<file path="config.mk">
export PLATFORM = sky130hd
export DESIGN_NAME = pc_unit
export DESIGN_NICKNAME = d
export VERILOG_FILES = /design/src/rtl/pc_pkg.sv /design/src/rtl/pc_ras.sv /design/src/rtl/pc_unit.sv
export SDC_FILE = /design/constraint.sdc
export NUM_CORES = 1
export LEC_CHECK = 0
export BUFFER_PORTS_ARGS = -buffer_cell sky130_fd_sc_hd__buf_2
export CORE_MARGIN = 3
export CORE_UTILIZATION = 30
export DETAILED_ROUTE_END_ITERATION = 16
export MAX_ROUTING_LAYER = met4
export PLACE_DENSITY_LB_ADDON = 0.25
export SLEW_MARGIN = 15
export SYNTH_ARGS = -nofsm -noshare
export SYNTH_HDL_FRONTEND = slang
export SYNTH_SLANG_ARGS = --single-unit
export TNS_END_PERCENT = 50
</file>
<file path="constraint.sdc">
create_clock -name clk -period 4 [get_ports clk]
set_input_delay 0.8 -clock clk [delete_from_list [all_inputs] [get_ports clk]]
set_output_delay 0.8 -clock clk [all_outputs]
set_load 0.05 [all_outputs]
</file>
<file path="src/rtl/pc_pkg.sv">
// Shared definitions for the program-counter unit.
//   pc_sel_e        : next-PC source chosen by the priority encoder
//   DEF_PC_WIDTH    : default PC width in bits
//   DEF_RESET_VECTOR: default PC value loaded at reset
package pc_pkg;

  typedef enum logic [2:0] {
    SEL_HOLD,
    SEL_SEQ,
    SEL_BRANCH,
    SEL_JUMP,
    SEL_CALL,
    SEL_RET
  } pc_sel_e;

  localparam int DEF_PC_WIDTH     = 6;
  localparam int DEF_RESET_VECTOR = 0;

endpackage

</file>
<file path="src/rtl/pc_ras.sv">
// Circular return-address stack.
// Ports:
//   clk, rst         : clock, asynchronous active-high reset
//   push_i, push_data_i : push a return address (overwrites oldest when full)
//   pop_i            : pop the top entry (no pointer change when empty)
//   top_o            : most recently pushed entry still held
//   empty_o, full_o  : occupancy from the entry count
//   overflow_o       : sticky, a push happened while full
//   underflow_o      : sticky, a pop happened while empty
module pc_ras
  import pc_pkg::*;
#(
  parameter int PC_WIDTH  = DEF_PC_WIDTH,
  parameter int RAS_DEPTH = 4
) (
  input  logic                clk,
  input  logic                rst,
  input  logic                push_i,
  input  logic [PC_WIDTH-1:0] push_data_i,
  input  logic                pop_i,
  output logic [PC_WIDTH-1:0] top_o,
  output logic                empty_o,
  output logic                full_o,
  output logic                overflow_o,
  output logic                underflow_o
);

  localparam int PTR_W = $clog2(RAS_DEPTH);
  localparam logic [PTR_W:0] DEPTH_C = (PTR_W + 1)'(RAS_DEPTH);

  logic [PC_WIDTH-1:0] mem_q [RAS_DEPTH];
  // sp_q is the next write slot; when full it also points at the oldest entry,
  // so a push in that state naturally overwrites the oldest address.
  logic [PTR_W-1:0]    sp_q;
  logic [PTR_W:0]      count_q;
  logic                overflow_q, underflow_q;

  assign empty_o     = (count_q == '0);
  assign full_o      = (count_q == DEPTH_C);
  assign top_o       = mem_q[sp_q - 1'b1];
  assign overflow_o  = overflow_q;
  assign underflow_o = underflow_q;

  always_ff @(posedge clk or posedge rst) begin
    if (rst) begin
      for (int i = 0; i < RAS_DEPTH; i++) mem_q[i] <= '0;
      sp_q        <= '0;
      count_q     <= '0;
      overflow_q  <= 1'b0;
      underflow_q <= 1'b0;
    end else if (push_i) begin
      mem_q[sp_q] <= push_data_i;
      sp_q        <= sp_q + 1'b1;
      if (full_o) overflow_q <= 1'b1;
      else        count_q    <= count_q + 1'b1;
    end else if (pop_i) begin
      if (empty_o) begin
        underflow_q <= 1'b1;
      end else begin
        sp_q    <= sp_q - 1'b1;
        count_q <= count_q - 1'b1;
      end
    end
  end

endmodule

</file>
<file path="src/rtl/pc_unit.sv">
// Program-counter unit: holds the fetch PC and computes the next PC.
// Ports:
//   clk, rst        : clock, asynchronous active-high reset
//   stall           : hold PC and RAS
//   branch_taken, branch_offset : PC-relative branch (signed word offset)
//   jump, call, jump_target     : absolute jump / call (call pushes PC+INCR)
//   ret             : pop RAS top into PC
//   PC, PC_next     : registered fetch address / value loaded at next edge
//   ras_empty, ras_full, ras_overflow, ras_underflow : RAS status
// Priority: stall > ret > call > jump > branch_taken > sequential.
module pc_unit
  import pc_pkg::*;
#(
  parameter int PC_WIDTH     = DEF_PC_WIDTH,
  parameter int INCR         = 1,
  parameter int RESET_VECTOR = DEF_RESET_VECTOR,
  parameter int RAS_DEPTH    = 4
) (
  input  logic                clk,
  input  logic                rst,
  input  logic                stall,
  input  logic                branch_taken,
  input  logic [PC_WIDTH-1:0] branch_offset,
  input  logic                jump,
  input  logic                call,
  input  logic [PC_WIDTH-1:0] jump_target,
  input  logic                ret,
  output logic [PC_WIDTH-1:0] PC,
  output logic [PC_WIDTH-1:0] PC_next,
  output logic                ras_empty,
  output logic                ras_full,
  output logic                ras_overflow,
  output logic                ras_underflow
);

  localparam logic [PC_WIDTH-1:0] INCR_C  = PC_WIDTH'(INCR);
  localparam logic [PC_WIDTH-1:0] RESET_C = PC_WIDTH'(RESET_VECTOR);

  pc_sel_e             sel;
  logic [PC_WIDTH-1:0] pc_q, pc_d;
  logic [PC_WIDTH-1:0] pc_inc;
  logic [PC_WIDTH-1:0] ras_top;
  logic                ras_push, ras_pop;

  assign pc_inc = pc_q + INCR_C;

  always_comb begin
    sel = SEL_SEQ;
    if      (stall)        sel = SEL_HOLD;
    else if (ret)          sel = SEL_RET;
    else if (call)         sel = SEL_CALL;
    else if (jump)         sel = SEL_JUMP;
    else if (branch_taken) sel = SEL_BRANCH;
  end

  // The offset is already PC_WIDTH wide, so modulo-2^PC_WIDTH addition
  // gives the sign-extended result directly.
  always_comb begin
    pc_d     = pc_inc;
    ras_push = 1'b0;
    ras_pop  = 1'b0;
    unique case (sel)
      SEL_HOLD:   pc_d = pc_q;
      SEL_SEQ:    pc_d = pc_inc;
      SEL_BRANCH: pc_d = pc_inc + branch_offset;
      SEL_JUMP:   pc_d = jump_target;
      SEL_CALL: begin
        pc_d     = jump_target;
        ras_push = 1'b1;
      end
      SEL_RET: begin
        // An empty pop falls through to sequential; the RAS flags underflow.
        ras_pop = 1'b1;
        pc_d    = ras_empty ? pc_inc : ras_top;
      end
      default:    pc_d = pc_inc;
    endcase
  end

  always_ff @(posedge clk or posedge rst) begin
    if (rst) pc_q <= RESET_C;
    else     pc_q <= pc_d;
  end

  assign PC      = pc_q;
  assign PC_next = pc_d;

  pc_ras #(
    .PC_WIDTH (PC_WIDTH),
    .RAS_DEPTH(RAS_DEPTH)
  ) u_ras (
    .clk        (clk),
    .rst        (rst),
    .push_i     (ras_push),
    .push_data_i(pc_inc),
    .pop_i      (ras_pop),
    .top_o      (ras_top),
    .empty_o    (ras_empty),
    .full_o     (ras_full),
    .overflow_o (ras_overflow),
    .underflow_o(ras_underflow)
  );

endmodule
</file>
==> impl_metrics.xml, run 1 <==
<?xml version="1.0" encoding="UTF-8"?>
<metrics>
  <group name="outcome">
    <metric name="run_status" unit="">finished, final reports clean</metric>
  </group>
  <group name="final_layout">
    <metric name="post_route_cell_area" unit="mm^2">0.00262</metric>
    <metric name="number_of_nets_at_the_end_of_the_flow" unit="">290</metric>
    <metric name="final_layout_size_suffix_gt1_share" unit="%">24.3</metric>
    <metric name="filler_cell_count" unit="">731</metric>
    <metric name="antenna_cells_inserted" unit="">0</metric>
    <metric name="syn_to_final_growth" unit="%">18.2</metric>
    <metric name="postLayoutCoreUtil" unit="%">37.6</metric>
  </group>
  <group name="drt">
    <metric name="vias" unit="">1737</metric>
    <metric name="drc" unit="">0</metric>
    <metric name="detail-route-antenna-nets" unit="">0</metric>
    <metric name="detailedRoute.firstPassIterationCount" unit="">6</metric>
    <metric name="detail_route.vias_per_cell" unit="">4.89</metric>
    <metric name="drc_marker_count_from_the_first_detailed_route_iteration" unit="">82</metric>
    <metric name="total_wire_length" unit="um">5350</metric>
    <metric name="route.detailed.wl_per_inst" unit="um">15.1</metric>
  </group>
  <group name="setup_path">
    <metric name="path_max_fanout" unit="">7</metric>
    <metric name="worstSetupPathType" unit="">flip-flop to output pin</metric>
    <metric name="worst_ep_arrival_time" unit="ns">3.00</metric>
    <metric name="cp-end-kind" unit="">output pin</metric>
    <metric name="critical_path_required" unit="ns">3.20</metric>
    <metric name="critical-path-slowest-cell" unit="">sky130_fd_sc_hd__dfrtp_2</metric>
    <metric name="worst-r2r-setup-slack" unit="ns">1.39</metric>
    <metric name="cp_common_cell" unit="">sky130_fd_sc_hd__buf_4</metric>
    <metric name="critical-path-max-stage-delay" unit="ns">0.45</metric>
    <metric name="worstPathCellList" unit="">buf_4 &gt; nand3_1 &gt; xor2_1 &gt; buf_4 &gt; inv_1 &gt; ha_1 &gt; nor4b_1 &gt; a21oi_1 &gt; o2111ai_1 &gt; a31o_1 &gt; or3b_1 &gt; buf_2</metric>
    <metric name="setup.worst_path.start_class" unit="">flip-flop</metric>
  </group>
  <group name="die">
    <metric name="dieArea" unit="mm^2">0.00847</metric>
    <metric name="placementRows" unit="">30</metric>
    <metric name="core_region_area" unit="mm^2">0.00698</metric>
    <metric name="io_pins" unit="">35</metric>
    <metric name="die_width" unit="um">92.0</metric>
    <metric name="chipHeight" unit="um">92.0</metric>
    <metric name="initial_utilization" unit="%">31.8</metric>
  </group>
  <group name="clocking">
    <metric name="clk_pin_slew" unit="ns">0.08</metric>
    <metric name="clkSinkCount" unit="">37</metric>
    <metric name="tritoncts_clock_tree" unit="">built</metric>
    <metric name="htree_num_levels" unit="">2</metric>
    <metric name="cts.root.buffer_cell" unit="">sky130_fd_sc_hd__clkbuf_8</metric>
    <metric name="cts_max_path_buffers" unit="">2</metric>
    <metric name="cts_made_buffers" unit="">5</metric>
    <metric name="insertion_delay" unit="ns">0.30</metric>
  </group>
  <group name="timing">
    <metric name="slew_headroom" unit="%">37.3</metric>
    <metric name="final.setup.tns" unit="ns">0</metric>
    <metric name="finalCriticalPeriod" unit="ns">3.80</metric>
    <metric name="post-route-period-util" unit="%">94.9</metric>
    <metric name="rsz0062_at_grt" unit="">no</metric>
    <metric name="setup-violations-final" unit="">0</metric>
    <metric name="finalMaxSlewViolations" unit="">0</metric>
    <metric name="finalHoldViolations" unit="">0</metric>
    <metric name="finalClockSkew" unit="ns">0.00921</metric>
    <metric name="fmax" unit="MHz">263</metric>
    <metric name="worst_slew_pin_slew" unit="ns">0.940</metric>
  </group>
  <group name="hold_path">
    <metric name="timing.hold.worst.class" unit="">flip-flop to flip-flop</metric>
  </group>
  <group name="power">
    <metric name="pwr_density_cell" unit="mW/mm^2">890</metric>
    <metric name="internal-power" unit="W">0.00126</metric>
    <metric name="p_clk_share" unit="%">14.2</metric>
    <metric name="sequentialPowerShare" unit="%">29.4</metric>
    <metric name="p_leak" unit="nW">1.22</metric>
    <metric name="sw_frac_of_total" unit="%">46.1</metric>
    <metric name="worst_ir_drop_vdd" unit="uV">299</metric>
    <metric name="net-switching-power" unit="W">0.00108</metric>
    <metric name="power_frac_comb" unit="%">56.4</metric>
    <metric name="post-layout-total-power" unit="W">0.00233</metric>
  </group>
  <group name="grt">
    <metric name="grt_antenna_before_repair" unit="">0</metric>
    <metric name="global_route.usage.total" unit="%">13.8</metric>
    <metric name="maximum_number_of_pins_on_one_net_before_global_route_repair" unit="">25</metric>
    <metric name="grt_pass1_vias" unit="">1669</metric>
    <metric name="grt_first_pass_wirelength" unit="um">8850</metric>
    <metric name="grt_overflow_total" unit="">0</metric>
  </group>
  <group name="logic_synthesis">
    <metric name="synth-compound-area-share" unit="%">15.7</metric>
    <metric name="synth.mux.area_fraction" unit="%">9.92</metric>
    <metric name="largest_family_of_logic_cells_by_synthesized_area" unit="">compound AO/OA/AOI/OAI gates</metric>
    <metric name="synth_top_area_share" unit="%">41.7</metric>
    <metric name="synth_simple_gate_area_share" unit="%">15.2</metric>
    <metric name="synth.top_cells.by_area" unit="">sky130_fd_sc_hd__dfrtp_1 (42%), sky130_fd_sc_hd__ha_1 (6.2%), sky130_fd_sc_hd__mux4_1 (5.9%)</metric>
    <metric name="synth.net_count" unit="">253</metric>
    <metric name="yosys.area.top_type" unit="">sky130_fd_sc_hd__dfrtp_1</metric>
    <metric name="synth_cell_type_count" unit="">48</metric>
    <metric name="yosysWarnings" unit="">0</metric>
    <metric name="ff_latch_count_synth" unit="">37</metric>
    <metric name="synth_seq_area_share" unit="%">41.7</metric>
    <metric name="synthesis.instances" unit="">221</metric>
    <metric name="post_synth_xor_area_fraction" unit="%">4.34</metric>
    <metric name="synth_fa_ha_area_share" unit="%">8.00</metric>
    <metric name="synthesis.area" unit="mm^2">0.00222</metric>
    <metric name="synthesis.area_per_instance" unit="um^2">10.0</metric>
  </group>
  <group name="run">
    <metric name="maxCapViolations" unit="">0</metric>
  </group>
  <group name="placed_design">
    <metric name="gp_routability_congestion" unit="">0.777</metric>
    <metric name="post_place_instance_area" unit="mm^2">0.00250</metric>
    <metric name="placement.io_buffers" unit="">34</metric>
    <metric name="detailed_place_hpwl" unit="um">4080</metric>
  </group>
</metrics>
## metal layers
layer | global-route usage [%] | wire length, um | vias to the layer above
met5 | - | 0 | -
met4 | 4.46 | 70 | 0
met3 | 3.12 | 195 | 5
met2 | 21.6 | 2510 | 30
met1 | 17.9 | 2570 | 840
li1 | - | - | 862
## critical path, delay by kind of cell, from the launching register on
| kind | cells | cell delay [ns] |
|---|---|---|
| buffers and inverters | 4 | 0.61 |
| and+or+nand+nor | 3 | 0.57 |
| AOI/OAI and AO/OA | 3 | 0.57 |
| DFF | 1 | 0.45 |
| adders and majority gates | 1 | 0.34 |
| xor gates and xnor gates | 1 | 0.16 |
## Yosys cell counts, drive strengths merged
library cell  number
mux2               5
o211ai             1
a22o               1
ha                11
a31o               1
o22ai              1
nor3b              4
a222oi             1
a211o              2
or3                1
nand2             11
dfrtp             37
o31ai              1
a22oi              1
nand3              9
clkbuf             8
nand2b             2
and3               5
nor4b              2
nor2              21
nand4              1
mux2i              1
a211oi             1
a21o               1
xnor2              7
xor2               4
o21bai             2
a221o              1
a31oi              2
and2               2
o21a               1
nor3               1
or3b               2
a221oi             1
fa                 2
inv               15
a21oi             25
nor2b              1
mux4               6
buf                3
o21ai             13
or2                2
nor4               1
o2111ai            1
## layout make-up
| cell class | count | area (um^2) | share of cell area [%] |
|---|---|---|---|
| well taps | 96 | 120 | 4.58 |
| flip-flops and latches | 37 | 927 | 35.3 |
| clock inverters | 3 | 46.3 | 1.76 |
| inverters | 15 | 56.3 | 2.15 |
| repair buffers | 41 | 223 | 8.49 |
| multi-input cells | 158 | 1180 | 45.1 |
| clock buffers | 5 | 68.8 | 2.62 |
## registers in the layout (all words and copies together), names as in the netlist
| name | cells |
|---|---|
| PC | 6 |
| u_ras.underflow_o | 1 |
| u_ras.mem_q | 24 |
| u_ras.count_q | 3 |
| u_ras.overflow_o | 1 |
| u_ras.sp_q | 2 |
## repair_timing
item                       in CTS  in global routing
hold buffers                    0                  0
setup buffers                   0                  1
setup endpoints to repair       0                  1
gates resized for setup         0                  2
## power by group through the flow
stage | clock network, W | registers (W) | logic, W
4_1_cts | 0.000343 | 0.000691 | 0.00131
5_1_grt | 0.000360 | 0.000711 | 0.00143
6_report | 0.000332 | 0.000685 | 0.00132
2_1_floorplan | 0 | 0.000796 | 0.000891
3_5_place_dp | 0 | 0.000699 | 0.00130
3_3_place_gp | 0 | 0.000698 | 0.00129
## cell usage in the layout, fill, tap and decap left out, types with 4 or more instances in the layout
master / instances
sky130_fd_sc_hd__a21oi_1: 24
sky130_fd_sc_hd__and3_1: 5
sky130_fd_sc_hd__buf_2: 34
sky130_fd_sc_hd__buf_4: 7
sky130_fd_sc_hd__clkbuf_8: 5
sky130_fd_sc_hd__dfrtp_1: 36
sky130_fd_sc_hd__ha_1: 11
sky130_fd_sc_hd__inv_1: 15
sky130_fd_sc_hd__mux2_2: 5
sky130_fd_sc_hd__mux4_1: 5
sky130_fd_sc_hd__nand2_1: 11
sky130_fd_sc_hd__nand3_1: 9
sky130_fd_sc_hd__nor2_1: 21
sky130_fd_sc_hd__nor3b_1: 4
sky130_fd_sc_hd__o21ai_0: 13
sky130_fd_sc_hd__xnor2_1: 7
sky130_fd_sc_hd__xor2_1: 4
## cells by family (layout without fill, tap and decap cells)
family	after synthesis	in the layout
AOI/OAI and AO/OA	57	57
adders and majority gates	13	13
xor gates and xnor gates	11	11
DFF	37	37
and+or+nand+nor	65	65
muxes	12	12
buffers and inverters	26	64
## final timing paths
| path | startpoint | cells past startpoint | to |
|---|---|---|---|
| max reg2reg | PC[0] | 11 | PC[5] |
| min reg2reg | u_ras.underflow_o | 1 | u_ras.underflow_o |
| min in group asynchronous | rst | 2 | u_ras.mem_q[3] |
| max | PC[0] | 12 | PC_next[5] |
| min | u_ras.underflow_o | 1 | u_ras.underflow_o |
| max in group asynchronous | rst | 3 | PC[0] |
## per-stage QoR
| stage | setup WS, ns | instances | hold WS [ns] |
|---|---|---|---|
| after floorplan | 0.334 | 221 | 0.442 |
| after global placement | 0.547 | 346 | 0.449 |
| after detailed placement | 0.464 | 346 | 0.456 |
| after CTS | 0.126 | 354 | 0.473 |
| after global routing | 0.0316 | 355 | 0.476 |
| final | 0.204 | 355 | 0.472 |
Note: power is estimated with default switching activity, not from simulation.
==> run 2, diff against run 1 <==
--- a/config.mk
+++ b/config.mk
@@ -7,7 +7,7 @@
 export LEC_CHECK = 0
 export BUFFER_PORTS_ARGS = -buffer_cell sky130_fd_sc_hd__buf_2
 export CORE_MARGIN = 3
-export CORE_UTILIZATION = 30
+export CORE_UTILIZATION = 56
 export DETAILED_ROUTE_END_ITERATION = 16
 export MAX_ROUTING_LAYER = met4
 export PLACE_DENSITY_LB_ADDON = 0.25
==> impl_metrics.xml, run 2 (synthesis results as in run 1) <==
<?xml version="1.0" encoding="UTF-8"?>
<metrics>
  <group name="outcome">
    <metric name="run_status" unit="">finished, final reports clean</metric>
  </group>
  <group name="setup_path">
    <metric name="critical_path_required" unit="ns">3.20</metric>
    <metric name="critical-path-slowest-cell" unit="">sky130_fd_sc_hd__dfrtp_2</metric>
    <metric name="critical-path-max-stage-delay" unit="ns">0.48</metric>
    <metric name="path_max_fanout" unit="">10</metric>
    <metric name="setup.worst_path.start_class" unit="">flip-flop</metric>
    <metric name="cp-end-kind" unit="">output pin</metric>
    <metric name="worst_ep_arrival_time" unit="ns">3.03</metric>
    <metric name="timing.rr.start" unit="">PC[0]</metric>
    <metric name="worstPathCellList" unit="">ha_1 &gt; xnor2_1 &gt; inv_1 &gt; ha_1 &gt; a21oi_1 &gt; and2_1 &gt; o2111ai_1 &gt; a31o_1 &gt; or3b_1 &gt; buf_2</metric>
    <metric name="timing.critical_path.from" unit="">PC[0]</metric>
    <metric name="worstSetupPathType" unit="">flip-flop to output pin</metric>
    <metric name="cp_common_cell" unit="">sky130_fd_sc_hd__ha_1</metric>
  </group>
  <group name="drt">
    <metric name="detail-route-antenna-nets" unit="">0</metric>
    <metric name="drc" unit="">0</metric>
    <metric name="drc_marker_count_from_the_first_detailed_route_iteration" unit="">133</metric>
    <metric name="detailedRoute.firstPassIterationCount" unit="">4</metric>
    <metric name="route.detailed.wl_per_inst" unit="um">16.8</metric>
    <metric name="vias" unit="">1800</metric>
    <metric name="detail_route.vias_per_cell" unit="">5.90</metric>
    <metric name="total_wire_length" unit="um">5120</metric>
  </group>
  <group name="timing">
    <metric name="final.setup.tns" unit="ns">0</metric>
    <metric name="fmax" unit="MHz">261</metric>
    <metric name="finalHoldViolations" unit="">0</metric>
    <metric name="finalClockSkew" unit="ns">0.00586</metric>
    <metric name="post-route-period-util" unit="%">95.6</metric>
    <metric name="hold_slack" unit="ns">0.468</metric>
    <metric name="finalCriticalPeriod" unit="ns">3.83</metric>
    <metric name="worst_slew_pin_slew" unit="ns">1.02</metric>
    <metric name="finalMaxSlewViolations" unit="">0</metric>
    <metric name="slew_headroom" unit="%">31.7</metric>
    <metric name="rsz0062_at_grt" unit="">no</metric>
    <metric name="setup-violations-final" unit="">0</metric>
  </group>
  <group name="clocking">
    <metric name="cts.root.buffer_cell" unit="">sky130_fd_sc_hd__clkbuf_8</metric>
    <metric name="clkSinkCount" unit="">37</metric>
    <metric name="cts_max_path_buffers" unit="">2</metric>
    <metric name="insertion_delay" unit="ns">0.28</metric>
    <metric name="tritoncts_clock_tree" unit="">built</metric>
    <metric name="cts_post_setup_buffers_inserted" unit="">0</metric>
    <metric name="htree_num_levels" unit="">2</metric>
    <metric name="cts_made_buffers" unit="">5</metric>
    <metric name="clk_pin_slew" unit="ns">0.07</metric>
  </group>
  <group name="final_layout">
    <metric name="syn_to_final_growth" unit="%">13.7</metric>
    <metric name="number_of_nets_at_the_end_of_the_flow" unit="">289</metric>
    <metric name="regMostFlops" unit="">u_ras.mem_q</metric>
    <metric name="largest_register_ffs" unit="">24</metric>
    <metric name="mostFrequentLayoutCell" unit="">sky130_fd_sc_hd__dfrtp_1</metric>
    <metric name="final_layout_size_suffix_gt1_share" unit="%">23.0</metric>
    <metric name="antenna_cells_inserted" unit="">0</metric>
    <metric name="commonest_cells_after_routing_fill_and_taps_aside" unit="">sky130_fd_sc_hd__dfrtp_1 (36), sky130_fd_sc_hd__buf_2 (34), sky130_fd_sc_hd__a21oi_1 (25)</metric>
  </group>
  <group name="grt">
    <metric name="global_route.usage.total" unit="%">24.0</metric>
    <metric name="grt_first_pass_wirelength" unit="um">7960</metric>
    <metric name="grt_antenna_before_repair" unit="">0</metric>
    <metric name="grt_overflow_total" unit="">0</metric>
    <metric name="maximum_number_of_pins_on_one_net_before_global_route_repair" unit="">28</metric>
    <metric name="grt_pass1_vias" unit="">1690</metric>
  </group>
  <group name="placed_design">
    <metric name="placement.io_buffers" unit="">34</metric>
    <metric name="detailed_place_hpwl" unit="um">3830</metric>
    <metric name="gp_routability_congestion" unit="">0.800</metric>
  </group>
  <group name="power">
    <metric name="p_leak" unit="nW">1.20</metric>
    <metric name="pwr_density_cell" unit="mW/mm^2">906</metric>
    <metric name="worst_ir_drop_vdd" unit="uV">399</metric>
  </group>
  <group name="die">
    <metric name="io_pins" unit="">35</metric>
    <metric name="core_region_area" unit="mm^2">0.00374</metric>
    <metric name="placementRows" unit="">22</metric>
    <metric name="dieArea" unit="mm^2">0.00475</metric>
    <metric name="die_width" unit="um">69.0</metric>
    <metric name="initial_utilization" unit="%">59.3</metric>
    <metric name="chipHeight" unit="um">69.0</metric>
  </group>
  <group name="run">
    <metric name="maxCapViolations" unit="">0</metric>
  </group>
  <group name="hold_path">
    <metric name="worst_hold_path_startpoint" unit="">u_ras.underflow_o</metric>
    <metric name="timing.hold.worst.class" unit="">flip-flop to flip-flop</metric>
  </group>
</metrics>
run 2: path summary, 6_finish.rpt:
check / end / slack, ns / cells past startpoint
worst max-delay path: PC_next[5] / 0.17 / 10
max in group asynchronous: PC[0] / 2.50 / 3
worst min-delay path: u_ras.underflow_o / 0.47 / 1
worst max register to register: PC[5] / 1.36 / 9
min in group asynchronous: u_ras.sp_q[0] / 0.75 / 2
worst min register to register: u_ras.underflow_o / 0.47 / 1
run 2: routing by layer:
layer	vias up	routed length (um)	track usage, %
li1	860	-	-
met5	-	0	-
met2	49	2550	40.4
met4	0	59	5.60
met1	884	2220	29.9
met3	7	291	5.19
run 2: area by class of cell:
cell class | count | area [um^2]
repair buffers | 40 | 215
well taps | 48 | 60.1
clock buffers | 7 | 86.3
flip-flops and latches | 37 | 927
fillers | 320 | 1220
multi-input cells | 158 | 1180
inverters | 15 | 56.3
run 2: stage by stage:
stage / worst slack (ns) / instance area (um^2) / std cells / utilization (%) / power, W
after floorplan: 0.334 / 2220 / 221 / - / 0.00169
after global placement: 0.526 / 2440 / 298 / 65.1 / 0.00197
after detailed placement: 0.445 / 2440 / 298 / 65.1 / 0.00201
after CTS: 0.124 / 2520 / 305 / 67.4 / 0.00228
after global routing: 0.0414 / 2520 / 305 / 67.4 / 0.00245
final: 0.175 / 2520 / 305 / 67.4 / 0.00229
run 2: worst max-delay path, delay by kind of cell (launching register included):
family	cells	cell delay [ns]
buffers and inverters	2	0.31
xor gates and xnor gates	1	0.19
DFF	1	0.48
AOI/OAI and AO/OA	3	0.61
and+or+nand+nor	2	0.57
adders and majority gates	2	0.58
run 2: report_power, final:
| group | switching, W | internal, W | leakage (nW) | total (W) |
|---|---|---|---|---|
| sequential | 0.000143 | 0.000558 | 0.438 | 0.000701 |
| combinational | 0.000813 | 0.000509 | 0.721 | 0.00132 |
| clock | 0.000126 | 0.000137 | 0.0443 | 0.000263 |
run 2: what timing repair did:
item                                    CTS  global route
resized for setup                         0             1
endpoints found under the setup margin    0             1
hold buffers                              0             0
==> run 3, diff against run 2 <==
--- a/config.mk
+++ b/config.mk
@@ -11,6 +11,7 @@
 export DETAILED_ROUTE_END_ITERATION = 16
 export MAX_ROUTING_LAYER = met4
 export PLACE_DENSITY_LB_ADDON = 0.25
+export RECOVER_POWER = 50
 export SLEW_MARGIN = 15
 export SYNTH_ARGS = -nofsm -noshare
 export SYNTH_HDL_FRONTEND = slang
==> impl_metrics.xml, run 3 (synthesis results as in run 1) <==
<?xml version="1.0" encoding="UTF-8"?>
<metrics>
  <group name="power">
    <metric name="p_leak" unit="nW">1.19</metric>
    <metric name="pwr_density_cell" unit="mW/mm^2">907</metric>
    <metric name="worst_ir_drop_vdd" unit="uV">399</metric>
  </group>
  <group name="die">
    <metric name="core_region_area" unit="mm^2">0.00374</metric>
    <metric name="die_width" unit="um">69.0</metric>
    <metric name="placementRows" unit="">22</metric>
    <metric name="io_pins" unit="">35</metric>
    <metric name="chipHeight" unit="um">69.0</metric>
    <metric name="initial_utilization" unit="%">59.3</metric>
    <metric name="dieArea" unit="mm^2">0.00475</metric>
  </group>
  <group name="timing">
    <metric name="slew_headroom" unit="%">32.4</metric>
    <metric name="finalClockSkew" unit="ns">0.00814</metric>
    <metric name="rsz0062_at_grt" unit="">no</metric>
    <metric name="finalCriticalPeriod" unit="ns">3.83</metric>
    <metric name="final.setup.tns" unit="ns">0</metric>
    <metric name="setup-violations-final" unit="">0</metric>
    <metric name="finalMaxSlewViolations" unit="">0</metric>
    <metric name="finalHoldViolations" unit="">0</metric>
    <metric name="fmax" unit="MHz">261</metric>
    <metric name="worst_slew_pin_slew" unit="ns">1.01</metric>
    <metric name="post-route-period-util" unit="%">95.6</metric>
  </group>
  <group name="grt">
    <metric name="grt_antenna_before_repair" unit="">0</metric>
    <metric name="grt_overflow_total" unit="">0</metric>
    <metric name="grt_pass1_vias" unit="">1690</metric>
    <metric name="maximum_number_of_pins_on_one_net_before_global_route_repair" unit="">28</metric>
    <metric name="grt_first_pass_wirelength" unit="um">7960</metric>
    <metric name="global_route.usage.total" unit="%">24.0</metric>
  </group>
  <group name="drt">
    <metric name="vias" unit="">1792</metric>
    <metric name="total_wire_length" unit="um">5080</metric>
    <metric name="drc" unit="">0</metric>
    <metric name="drc_marker_count_from_the_first_detailed_route_iteration" unit="">128</metric>
    <metric name="route.detailed.wl_per_inst" unit="um">16.7</metric>
    <metric name="detailedRoute.firstPassIterationCount" unit="">6</metric>
    <metric name="detail-route-antenna-nets" unit="">0</metric>
    <metric name="detail_route.vias_per_cell" unit="">5.88</metric>
  </group>
  <group name="setup_path">
    <metric name="critical_path_required" unit="ns">3.20</metric>
    <metric name="path_max_fanout" unit="">10</metric>
    <metric name="cp-end-kind" unit="">output pin</metric>
    <metric name="setup.worst_path.start_class" unit="">flip-flop</metric>
    <metric name="worstPathCellList" unit="">ha_1 &gt; xnor2_1 &gt; inv_1 &gt; ha_1 &gt; a21oi_1 &gt; and2_1 &gt; o2111ai_1 &gt; a31o_1 &gt; or3b_1 &gt; buf_2</metric>
    <metric name="critical-path-max-stage-delay" unit="ns">0.48</metric>
    <metric name="timing.rr.start" unit="">PC[0]</metric>
    <metric name="rr_endpoint" unit="">PC[5]</metric>
    <metric name="critical-path-slowest-cell" unit="">sky130_fd_sc_hd__dfrtp_2</metric>
    <metric name="cp_common_cell" unit="">sky130_fd_sc_hd__ha_1</metric>
    <metric name="worst-r2r-setup-slack" unit="ns">1.36</metric>
    <metric name="worst_ep_arrival_time" unit="ns">3.03</metric>
    <metric name="worst-r2r-cell-count" unit="">9</metric>
    <metric name="worstSetupPathType" unit="">flip-flop to output pin</metric>
  </group>
  <group name="placed_design">
    <metric name="gp_routability_congestion" unit="">0.800</metric>
    <metric name="post_place_instance_area" unit="mm^2">0.00244</metric>
    <metric name="placement.io_buffers" unit="">34</metric>
    <metric name="detailed_place_hpwl" unit="um">3830</metric>
  </group>
  <group name="clocking">
    <metric name="clkSinkCount" unit="">37</metric>
    <metric name="cts.root.buffer_cell" unit="">sky130_fd_sc_hd__clkbuf_8</metric>
    <metric name="insertion_delay" unit="ns">0.29</metric>
    <metric name="clk_pin_slew" unit="ns">0.08</metric>
    <metric name="tritoncts_clock_tree" unit="">built</metric>
    <metric name="cts_max_path_buffers" unit="">2</metric>
    <metric name="htree_num_levels" unit="">2</metric>
    <metric name="cts_post_setup_buffers_inserted" unit="">0</metric>
    <metric name="cts_made_buffers" unit="">5</metric>
  </group>
  <group name="run">
    <metric name="maxCapViolations" unit="">0</metric>
  </group>
  <group name="final_layout">
    <metric name="filler_cell_count" unit="">325</metric>
    <metric name="final_layout_size_suffix_gt1_share" unit="%">20.6</metric>
    <metric name="post_route_cell_area" unit="mm^2">0.00251</metric>
    <metric name="regMostFlops" unit="">u_ras.mem_q</metric>
    <metric name="mostFrequentLayoutCell" unit="">sky130_fd_sc_hd__dfrtp_1</metric>
    <metric name="largest_register_ffs" unit="">24</metric>
    <metric name="commonest_cells_after_routing_fill_and_taps_aside" unit="">sky130_fd_sc_hd__dfrtp_1 (36), sky130_fd_sc_hd__buf_2 (30), sky130_fd_sc_hd__a21oi_1 (25)</metric>
    <metric name="syn_to_final_growth" unit="%">13.1</metric>
    <metric name="antenna_cells_inserted" unit="">0</metric>
    <metric name="number_of_nets_at_the_end_of_the_flow" unit="">289</metric>
  </group>
  <group name="hold_path">
    <metric name="worst_hold_path.endpoint" unit="">u_ras.underflow_o</metric>
    <metric name="timing.hold.worst.class" unit="">flip-flop to flip-flop</metric>
    <metric name="worst_hold_path_startpoint" unit="">u_ras.underflow_o</metric>
    <metric name="worst_hold_path.num_cells" unit="">1</metric>
  </group>
  <group name="outcome">
    <metric name="run_status" unit="">finished, final reports clean</metric>
  </group>
</metrics>
## run 3: cell count changes in the layout (fill, tap and decap cells not counted), sizes merged
| cell | before | now |
|---|---|---|
| buf | 40 | 34 |
| clkbuf | 7 | 13 |
## run 3: power by group
group          internal [W]  total [W]  leakage (nW)  switching [W]
logic              0.000503    0.00131         0.704       0.000810
registers          0.000558   0.000701         0.438       0.000143
clock network      0.000137   0.000264        0.0443       0.000127
total               0.00120    0.00228          1.19        0.00108
## run 3: repair_timing
item	4_1_cts	5_1_grt
resized for setup	0	1
setup endpoints to repair	0	1
hold buffers	0	0
## run 3: stage by stage
step                      utilization, %  power (W)  std cells  setup WS [ns]  hold slack (ns)
after floorplan                        -    0.00169        221          0.334            0.442
after global placement              65.1    0.00197        298          0.526            0.450
after detailed placement            65.1    0.00201        298          0.445            0.458
final                               67.1    0.00228        305          0.175            0.472
after CTS                           67.4    0.00228        305          0.124            0.475
after global routing                67.1    0.00244        305         0.0414            0.510
## run 3: worst max path at each step
stage | start | endpoint | slack, ns
final | PC[0] | PC_next[5] | 0.17
after global routing | PC[0] | PC_next[5] | 0.04
after CTS | PC[0] | PC_next[5] | 0.12
after detailed placement | PC[0] | PC_next[5] | 0.45
after global placement | PC[0] | PC_next[5] | 0.53
after floorplan | PC[1] | PC_next[5] | 0.33
## run 3: area by class of cell
class | count | area, um^2 | share of cell area (%)
clock buffer | 7 | 86.3 | 3.44
inverter | 15 | 56.3 | 2.24
multi-input combinational | 158 | 1180 | 46.9
sequential | 37 | 927 | 36.9
tap | 48 | 60.1 | 2.39
timing repair buffer | 40 | 203 | 8.07
## run 3: routing by layer
layer / GRT usage, % / wire length [um]
met2: 40.4 / 2580
met4: 5.60 / 54
met3: 5.19 / 279
met1: 29.9 / 2170
met5: - / 0
## run 3: worst max-delay path: cells and delay by family, from the launching register on
kind,cells,cell delay (ns)
adder cells (fa/ha/maj),2,0.58
AO/OA/AOI/OAI,3,0.60
XOR/XNOR,1,0.19
buffers and inverters,2,0.32
AND/OR/NAND/NOR,2,0.57
flip-flops,1,0.48
